### config.mk
export PLATFORM = sky130hd
export DESIGN_NAME = button_bank
export DESIGN_NICKNAME = d
export VERILOG_FILES = /design/src/rtl/button_bank_pkg.sv /design/src/rtl/button_bank_chan.sv /design/src/rtl/button_bank.sv
export SDC_FILE = /design/constraint.sdc
export NUM_CORES = 1
export LEC_CHECK = 0
export CAP_MARGIN = 20
export CORE_UTILIZATION = 60
export DETAILED_ROUTE_END_ITERATION = 8
export PLACE_DENSITY = 0.87
export SLEW_MARGIN = 20
export SYNTH_ARGS = -nofsm -noshare
export SYNTH_HDL_FRONTEND = slang
export SYNTH_HIERARCHICAL = 1
export SYNTH_SLANG_ARGS = --single-unit
### constraint.sdc
create_clock -name clk -period 2.4 [get_ports clk]
set_input_delay 0.48 -clock clk [delete_from_list [all_inputs] [get_ports clk]]
set_output_delay 0.48 -clock clk [all_outputs]
set_load 0.02 [all_outputs]
### src/rtl/button_bank_pkg.sv
// Shared state encoding and default timing for the button_bank front end.
package button_bank_pkg;

    typedef logic [1:0] state_t;

    localparam state_t ST_REL   = 2'd0;
    localparam state_t ST_CHK_P = 2'd1;
    localparam state_t ST_PRS   = 2'd2;
    localparam state_t ST_CHK_R = 2'd3;

    localparam int unsigned DEF_DB_CYCLES     = 1_000_000;
    localparam int unsigned DEF_LONG_CYCLES   = 100_000_000;
    localparam int unsigned DEF_REPEAT_CYCLES = 20_000_000;

endpackage

### src/rtl/button_bank_chan.sv
// One button channel: synchroniser, debounce FSM, hold counter and tick outputs.
// Auto-repeat of press_tick is built only when BUTTON_BANK_REPEAT_EN is defined.
module button_chan
    import button_bank_pkg::*;
#(
    parameter int unsigned DB_W          = 20,
    parameter int unsigned DB_CYCLES     = DEF_DB_CYCLES,
    parameter int unsigned HOLD_W        = 32,
    parameter int unsigned LONG_CYCLES   = DEF_LONG_CYCLES,
    parameter int unsigned REPEAT_CYCLES = DEF_REPEAT_CYCLES
) (
    input  logic clk,
    input  logic rst,
    input  logic pin,
    output logic level,
    output logic press_tick,
    output logic release_tick,
    output logic long_tick
);

    localparam logic [DB_W-1:0]   DB_LIM   = DB_W'(DB_CYCLES);
    localparam logic [HOLD_W-1:0] LONG_LIM = HOLD_W'(LONG_CYCLES);

    logic              sync_p0, sync_p1;
    state_t            state, state_nxt;
    logic [DB_W-1:0]   db_cnt, db_cnt_nxt;
    logic [HOLD_W-1:0] hold;
    logic              db_done, accept_p, accept_r, in_hold, long_fire, rep_fire;

    // synchroniser: both flops start released
    always_ff @(posedge clk) begin
        if (rst) begin
            sync_p0 <= 1'b0;
            sync_p1 <= 1'b0;
        end else begin
            sync_p0 <= pin;
            sync_p1 <= sync_p0;
        end
    end

    always_ff @(posedge clk) begin
        if (rst) begin
            state  <= ST_REL;
            db_cnt <= '0;
        end else begin
            state  <= state_nxt;
            db_cnt <= db_cnt_nxt;
        end
    end

    assign db_done = (db_cnt == DB_LIM);

    always_comb begin
        state_nxt  = state;
        db_cnt_nxt = '0;
        case (state)
            ST_REL: if (sync_p1) begin
                state_nxt  = ST_CHK_P;
                db_cnt_nxt = DB_W'(1);
            end
            ST_CHK_P: begin
                if (db_done)      state_nxt  = ST_PRS;
                else if (sync_p1) db_cnt_nxt = db_cnt + DB_W'(1);
                else              state_nxt  = ST_REL;
            end
            ST_PRS: if (!sync_p1) begin
                state_nxt  = ST_CHK_R;
                db_cnt_nxt = DB_W'(1);
            end
            default: begin
                if (db_done)       state_nxt  = ST_REL;
                else if (!sync_p1) db_cnt_nxt = db_cnt + DB_W'(1);
                else               state_nxt  = ST_PRS;
            end
        endcase
    end

    always_comb begin
        accept_p  = (state == ST_CHK_P) && db_done;
        accept_r  = (state == ST_CHK_R) && db_done;
        in_hold   = (state == ST_PRS) || (state == ST_CHK_R);
        long_fire = in_hold && ((hold + HOLD_W'(1)) == LONG_LIM);
    end

    // hold count survives a CHK_R bounce and saturates at all-ones
    always_ff @(posedge clk) begin
        if (rst)                    hold <= '0;
        else if (accept_p)          hold <= '0;
        else if (in_hold && !(&hold)) hold <= hold + HOLD_W'(1);
    end

`ifdef BUTTON_BANK_REPEAT_EN
    localparam logic [HOLD_W-1:0] REP_LIM = HOLD_W'(REPEAT_CYCLES);

    logic [HOLD_W-1:0] rep;
    logic              long_done;

    assign long_done = (hold >= LONG_LIM);
    assign rep_fire  = in_hold && long_done && ((rep + HOLD_W'(1)) == REP_LIM);

    always_ff @(posedge clk) begin
        if (rst)                       rep <= '0;
        else if (accept_p)             rep <= '0;
        else if (in_hold && long_done) rep <= rep_fire ? '0 : rep + HOLD_W'(1);
    end
`else
    assign rep_fire = 1'b0;
`endif

    always_ff @(posedge clk) begin
        if (rst) begin
            level        <= 1'b0;
            press_tick   <= 1'b0;
            release_tick <= 1'b0;
            long_tick    <= 1'b0;
        end else begin
            level        <= in_hold;
            press_tick   <= accept_p | rep_fire;
            release_tick <= accept_r;
            long_tick    <= long_fire;
        end
    end

endmodule

### src/rtl/button_bank.sv
// Multi-channel push-button front end: polarity, per-channel debounce and press counters.
// Optional auto-repeat: define BUTTON_BANK_REPEAT_EN.
module button_bank
    import button_bank_pkg::*;
#(
    parameter int unsigned N_BTN         = 4,
    parameter int unsigned DB_CYCLES     = DEF_DB_CYCLES,
    parameter int unsigned DB_W          = 20,
    parameter int unsigned LONG_CYCLES   = DEF_LONG_CYCLES,
    parameter int unsigned REPEAT_CYCLES = DEF_REPEAT_CYCLES,
    parameter int unsigned HOLD_W        = 32,
    parameter int unsigned CNT_W         = 4,
    parameter bit          ACTIVE_LOW    = 1'b0
) (
    input  logic                   clk,
    input  logic                   rst,
    input  logic [N_BTN-1:0]       button,
    input  logic [N_BTN-1:0]       cnt_clr,
    output logic [N_BTN-1:0]       level,
    output logic [N_BTN-1:0]       press_tick,
    output logic [N_BTN-1:0]       release_tick,
    output logic [N_BTN-1:0]       long_tick,
    output logic [N_BTN*CNT_W-1:0] cnt
);

    logic [N_BTN-1:0] pin;

    assign pin = button ^ {N_BTN{ACTIVE_LOW}};

    for (genvar i = 0; i < N_BTN; i++) begin : g_chan
        logic [CNT_W-1:0] press_cnt;

        button_chan #(
            .DB_W          (DB_W),
            .DB_CYCLES     (DB_CYCLES),
            .HOLD_W        (HOLD_W),
            .LONG_CYCLES   (LONG_CYCLES),
            .REPEAT_CYCLES (REPEAT_CYCLES)
        ) u_chan (
            .clk          (clk),
            .rst          (rst),
            .pin          (pin[i]),
            .level        (level[i]),
            .press_tick   (press_tick[i]),
            .release_tick (release_tick[i]),
            .long_tick    (long_tick[i])
        );

        // clear wins over a coincident press
        always_ff @(posedge clk) begin
            if (rst)                press_cnt <= '0;
            else if (cnt_clr[i])    press_cnt <= '0;
            else if (press_tick[i]) press_cnt <= press_cnt + CNT_W'(1);
        end

        assign cnt[i*CNT_W +: CNT_W] = press_cnt;
    end

endmodule

Yosys cells after proc, flatten, opt, wreduce, memory -nomap -nowiden. Cells that the tools add are included.

Register bits: 256. Output and inout port bits: 32.

Add/subtract/negate cells: 12. Equal/unequal tests: 32. Multiplexer cells: 56. Reductions and logical operators: 48.

Operator list (count): $mux 20 (16); $pmux 20 s3 (4); $add 32x1->32 const B (4); $eq 32x27->1 const B (4); $reduce_and 32->1 (4); $add 20x1->20 const B (4); $eq 20x20->1 const B (4); $mux 2 (24); $pmux 2 s3 (4); $add 4x1->4 const B (4); $eq 2x2->1 const B (8); $logic_and 1x1->1 (16); $reduce_and 4->1 (4); $reduce_bool 4->1 (4); $reduce_or 2->1 (8); $ne 3x3->1 const B (4); $eq 2x1->1 const B (4); $logic_not 2->1 (4); $mux 1 (8); $ne 2x1->1 const B (4); $ne 2x2->1 const B (4); $logic_not 1->1 (4); $logic_or 1x1->1 (4).

Longest topological paths before layout.
Word-level depth: 4. Mapped depth: 10. Depth with buffers taken out: 8.

By module. The synthesis kept the hierarchy.

Modules (own cells, without submodules): button_chan (g_chan[0].u_chan ...) (instances 2, cells an instance 403, area an instance 3306.9 um^2, sequential area each 1201.2 um^2); button_chan (g_chan[3].u_chan) (instances 1, cells an instance 395, area an instance 3326.9 um^2, sequential area each 1201.2 um^2); button_chan (g_chan[1].u_chan) (instances 1, cells an instance 395, area an instance 3260.6 um^2, sequential area each 1201.2 um^2); button_bank (instances 1, cells an instance 69, area an instance 715.7 um^2, sequential area each 320.3 um^2).

Worst setup path after synthesis. Ideal clock, no wire load.

Path type: reg-to-reg. From: register g_chan[1].u_chan.hold[0]. To: register g_chan[1].u_chan.long_tick. Library setup time: 88 ps. Arrival time: 1974 ps. Path slack: 338 ps. Stages on the path, launching flop included: 8. Period minus slack after synthesis: 2062 ps. Cell sequence: dfxtp_1 ha_1 and3_1 nand4_4 or4_1 a22oi_1 nand4_1 nor4_2.

Longest elaborated chain between the ends: 3.

Ends and longest elaborated chain: start: declaration (line button_bank_chan.sv:27) `logic [HOLD_W-1:0] hold;`; start signal: assignment (line button_bank_chan.sv:89) `else if (in_hold && !(&hold)) hold <= hold + HOLD_W'(1);`; $add 32x1->32 (line button_bank_chan.sv:82) `long_fire = in_hold && ((hold + HOLD_W'(1)) == LONG_LIM);`; $eq 32x27->1 (line button_bank_chan.sv:82); $logic_and 1x1->1 (line button_bank_chan.sv:82); end signal: assignment (line button_bank_chan.sv:120) `long_tick <= long_fire;`; end: declaration (line button_bank_chan.sv:18) `output logic long_tick`.

Every way passes these cells. A chain may end at the register's enable or synchronous reset.

Worst setup path in the final report.
From: register g_chan[2].u_chan.hold[2]. To: register g_chan[2].u_chan.hold[18].

Longest elaborated chain between the ends: 3. Elaborated cells between the ends (all ways): 4. Classes of those cells: 1 x add/sub; 3 x reduce/logical.

Ends and longest elaborated chain (line): start: declaration (button_bank_chan.sv:27); start signal: assignment (button_bank_chan.sv:89); parallel branches: the longest is 3 deep, another holds $add 32x1->32.

Several ways; the timed one is not identified.

==> results_tabular.tex <==
\begin{tabular}{lr}
\hline
Metric & Value \\
\hline
\multicolumn{2}{l}{\textbf{Run status}} \\
\quad Outcome & finished, final reports clean \\
\multicolumn{2}{l}{\textbf{Placed design}} \\
\quad Post-DP HPWL & 20700 um \\
\quad Number of input and output port buffers inserted & 41 \\
\quad Routability congestion estimate from global placement & 0.911 \\
\multicolumn{2}{l}{\textbf{Worst setup path}} \\
\quad End of the worst register-to-register path & g\_chan[2].u\_chan/hold[18]\$\_SDFFE\_PP0P\_ \\
\quad Reg2reg setup slack & 0.12 ns \\
\quad Worst R2R Path Depth & 6 \\
\quad Kind of launch point of the worst setup path & register \\
\quad Worst EP arrival & 2.72 ns \\
\quad Worst path required time & 2.83 ns \\
\quad Category of the most critical setup path & reg -> reg \\
\quad FF-to-FF Start & g\_chan[2].u\_chan/hold[2]\$\_SDFFE\_PP0P\_ \\
\quad Sort of element at the end of the critical path & register \\
\quad Maximum fanout encountered on the critical timing path & 17 \\
\multicolumn{2}{l}{\textbf{Synth}} \\
\quad Avg Inst Size Synth & 8.36 um2 \\
\quad Number of register bits inferred by synthesis & 256 \\
\quad Commonest cells post-synth & 264 x sky130\_fd\_sc\_hd\_\_nor2\_1, 256 x sky130\_fd\_sc\_hd\_\_dfxtp\_1, 114 x sky130\_fd\_sc\_hd\_\_nand3\_1 \\
\quad Most common cell in the synthesized netlist & sky130\_fd\_sc\_hd\_\_nor2\_1 \\
\quad Post-synthesis sequential area ratio & 0.368 \\
\quad Synth Warn \# & 6 \\
\quad Mux cell area share after synthesis & 0.0128 \\
\quad EDFF count, synth & 0 \\
\quad Arithmetic-cell share of the synthesized area counting full adders, half adders and majority gates & 0.0288 \\
\quad Simple-gate portion of the synthesized area & 0.344 \\
\quad Mapped cell area & 13900 um2 \\
\quad Area share of the largest cell type after synthesis & 0.368 \\
\quad XOR/XNOR Fraction of Synth Area & 0.133 \\
\quad Top post-synthesis cells by area & sky130\_fd\_sc\_hd\_\_dfxtp\_1 37\%, sky130\_fd\_sc\_hd\_\_nor2\_1 7.1\%, sky130\_fd\_sc\_hd\_\_xor2\_1 7.0\%, sky130\_fd\_sc\_hd\_\_xnor2\_1 6.3\%, sky130\_fd\_sc\_hd\_\_nand3\_1 4.1\% \\
\quad Library cell with the largest summed area after synthesis & sky130\_fd\_sc\_hd\_\_dfxtp\_1 \\
\quad Post-Syn Instances & 1665 \\
\quad Number of unique standard cell types used by synthesis & 77 \\
\quad Synthesized-area fraction occupied by ao, oa, aoi and oai cells & 0.0712 \\
\quad Synth async-reset ratio & 0 \\
\quad Post-synth net total & 1707 \\
\quad Largest family of logic cells by synthesized area & simple AND/OR/NAND/NOR gates \\
\quad Main flop type after synthesis & sky130\_fd\_sc\_hd\_\_dfxtp\_1 \\
\multicolumn{2}{l}{\textbf{STA}} \\
\quad Post-route clock period utilization & 0.951 \\
\quad Setup TNS & 0 ns \\
\quad Final Hold Vio Count & 0 \\
\quad Number of failing setup endpoints in the final timing report & 0 \\
\quad Total count of max-transition violations in the final report & 0 \\
\quad Max frequency & 438 MHz \\
\quad Worst slew pin tran & 0.658 ns \\
\quad Worst relative slew slack & 0.561 \\
\quad Setup repair after global routing missed its margin & yes \\
\quad Clock period minus worst slack & 2.28 ns \\
\quad Setup clock skew after layout & 0.0124 ns \\
\multicolumn{2}{l}{\textbf{Pwr}} \\
\quad Leakage power figure & 5.22 nW \\
\quad Total power consumption of the routed design & 8.86 mW \\
\quad Highest ir drop seen on vdd & 0.611 mV \\
\quad Total power divided by cell area & 565 nW/um2 \\
\multicolumn{2}{l}{\textbf{Global routing}} \\
\quad Global-route wire length before repair & 53400 um \\
\quad Largest net degree at the start of global routing & 33 \\
\quad Total routing resource utilization after global routing & 0.261 \\
\quad Number of antenna violations at the first check in global routing & 0 \\
\quad Number of global-route vias before repair & 11579 \\
\quad Overflow left after global routing & 0 \\
\multicolumn{2}{l}{\textbf{Die}} \\
\quad Y dimension of the die & 154 um \\
\quad Top Ports & 42 \\
\quad FP Rows & 55 \\
\quad Die boundary width & 154 um \\
\quad Die area & 23800 um2 \\
\quad Initial cell density of the core & 0.613 \\
\quad Core region area & 22700 um2 \\
\multicolumn{2}{l}{\textbf{CTS}} \\
\quad Clk\_lat worst skew & 0.55 ns \\
\quad Largest buffer count on any clock path & 3 \\
\quad CTS Buf Count & 27 \\
\quad Clock tree from TritonCTS & yes \\
\quad TritonCTS sink count & 256 \\
\quad CTS H-tree lvls & 1 \\
\quad Reg clk slew, reported paths & 0.06 ns \\
\quad Master cell of the clock root buffer & sky130\_fd\_sc\_hd\_\_clkbuf\_16 \\
\multicolumn{2}{l}{\textbf{Route}} \\
\quad Violation count after the first detailed-routing iteration & 745 \\
\quad Detailed-router iteration count before antenna repair & 5 \\
\quad Remaining antenna violation count & 0 \\
\quad Routed length per instance & 15.5 um \\
\quad Vias/cell & 6.04 \\
\quad Total via count after detailed routing & 12137 \\
\quad Drt drc & 0 \\
\quad Final Routed Wirelength & 31200 um \\
\multicolumn{2}{l}{\textbf{Worst hold path}} \\
\quad End point of the worst hold path & g\_chan[3].u\_chan/sync\_p0\$\_SDFF\_PP0\_ \\
\quad Worst Hold Path Cells & 2 \\
\quad Hold Path Origin & rst \\
\quad Class of the tightest hold or removal check & in -> reg \\
\multicolumn{2}{l}{\textbf{Run}} \\
\quad Max\_cap viols & 0 \\
\multicolumn{2}{l}{\textbf{Cells and area}} \\
\quad Final \#Nets & 1747 \\
\quad Fill cells & 1699 \\
\quad Share of post-route cells with drive strength above 1 & 0.101 \\
\quad Antenna diode count & 0 \\
\quad Layout overhead on the synthesized area & 12.7\% \\
\hline
\end{tabular}
[worst max-delay path, stage by stage, from the launching register on]
cell and delay [ns]:
sky130_fd_sc_hd__dfxtp_1 0.45, sky130_fd_sc_hd__and4_1 0.45, sky130_fd_sc_hd__nand2_4 0.12, sky130_fd_sc_hd__o41a_2 0.71, sky130_fd_sc_hd__nand3_1 0.18, sky130_fd_sc_hd__xor2_1 0.19, sky130_fd_sc_hd__nor2_1 0.07
[cell usage in the layout (no fill, tap or decap), types with 8 or more instances in the layout]
cell type,instances
sky130_fd_sc_hd__and3_1,34
sky130_fd_sc_hd__ha_1,31
sky130_fd_sc_hd__xor2_1,112
sky130_fd_sc_hd__dfxtp_1,254
sky130_fd_sc_hd__buf_4,45
sky130_fd_sc_hd__nand2_1,99
sky130_fd_sc_hd__nor4_1,29
sky130_fd_sc_hd__nor3b_1,10
sky130_fd_sc_hd__nand3b_1,8
sky130_fd_sc_hd__xnor2_1,100
sky130_fd_sc_hd__o21ai_0,29
sky130_fd_sc_hd__and2_1,16
sky130_fd_sc_hd__clkbuf_16,27
sky130_fd_sc_hd__nor2_1,264
sky130_fd_sc_hd__o2111ai_1,10
sky130_fd_sc_hd__clkdlybuf4s50_1,40
sky130_fd_sc_hd__nand3_2,12
sky130_fd_sc_hd__mux2i_1,11
sky130_fd_sc_hd__nand4_1,89
sky130_fd_sc_hd__nand3_1,113
sky130_fd_sc_hd__and4_1,22
sky130_fd_sc_hd__or3_1,29
sky130_fd_sc_hd__nor2b_1,17
sky130_fd_sc_hd__nor3_1,50
sky130_fd_sc_hd__inv_1,46
sky130_fd_sc_hd__a21oi_1,38
sky130_fd_sc_hd__nor4b_1,13
[cell type report]
cell class,count,area [um2],area share
Clock buffer,38,777,0.0496
Clock inverter,12,178,0.0113
Inverter,46,173,0.0110
Multi-Input combinational cell,1285,8270,0.527
Sequential cell,256,5130,0.327
Tap cell,285,357,0.0227
Timing Repair Buffer,89,803,0.0512
[timing repair]
item / in CTS / in global routing
resized for setup: 0 / 11
setup endpoints to repair: 0 / 30
buffers inserted: 0 / 2
hold buffers: 0 / 0
[state kept, by name, indices dropped and copies added, names as in the netlist]
| signal | flops |
|---|---|
| g_chan.u_chan/hold | 128 |
| g_chan.u_chan/db_cnt | 80 |
| g_chan.press_cnt | 16 |
| g_chan.u_chan/state | 8 |
| g_chan.u_chan/level | 4 |
| g_chan.u_chan/long_tick | 4 |
| g_chan.u_chan/press_tick | 4 |
| g_chan.u_chan/release_tick | 4 |
| g_chan.u_chan/sync_p0 | 4 |
| g_chan.u_chan/sync_p1 | 4 |
[where the power goes]
part | total [mW] | internal (mW) | switching, mW
Sequential | 4.27 | 4.26 | 0.0125
Combinational | 0.149 | 0.0591 | 0.0904
Clock | 4.43 | 2.69 | 1.74
Total | 8.86 | 7.02 | 1.84
[how the worst max path moves through the flow]
stage | to | slack, ns | start | cells after the start
after CTS | g_chan[2].u_chan/hold[9]$_SDFFE_PP0P_ | 0.04 | g_chan[2].u_chan/hold[3]$_SDFFE_PP0P_ | 6
after global routing | g_chan[1].u_chan/long_tick$_SDFF_PP0_ | -0.02 | g_chan[1].u_chan/hold[20]$_SDFFE_PP0P_ | 6
after floorplan | g_chan[1].u_chan/long_tick$_SDFF_PP0_ | 0.34 | g_chan[1].u_chan/hold[0]$_SDFFE_PP0P_ | 7
after global placement | g_chan[2].u_chan/hold[9]$_SDFFE_PP0P_ | 0.17 | g_chan[2].u_chan/hold[3]$_SDFFE_PP0P_ | 6
after detailed placement | g_chan[2].u_chan/hold[21]$_SDFFE_PP0P_ | 0.12 | g_chan[2].u_chan/hold[2]$_SDFFE_PP0P_ | 6
final | g_chan[2].u_chan/hold[18]$_SDFFE_PP0P_ | 0.12 | g_chan[2].u_chan/hold[2]$_SDFFE_PP0P_ | 6
[metal layers]
layer | routed length, um | GRT usage | vias up | part of all wire
li1 | - | - | 5966 | -
met1 | 14000 | 0.337 | 5773 | 0.45
met2 | 15000 | 0.455 | 345 | 0.48
met3 | 1590 | 0.0353 | 53 | 0.051
met4 | 587 | 0.0707 | 0 | 0.019
met5 | 0 | 0 | - | 0
[metrics by stage]
stage          setup slack, ns  area (um2)  hold WS [ns]   util  cells
2_1_floorplan            0.338       13900         0.414      -   1665
3_3_place_gp             0.170       14700         0.417  0.646   1959
3_5_place_dp             0.119       14700         0.425  0.646   1959
4_1_cts                 0.0422       15600         0.378  0.688   2009
5_1_grt                -0.0217       15700         0.403  0.690   2011
6_report                 0.117       15700         0.404  0.690   2011
[kinds of logic (layout without fill, tap and decap cells)]
kind of cell	after synthesis	count (layout)
buf+inv	124	185
fa+ha+maj	32	32
compound gates	145	145
flops	256	256
mux	17	17
xor+xnor	212	212
simple gates	879	879
Power figures use the tool's default switching activity.
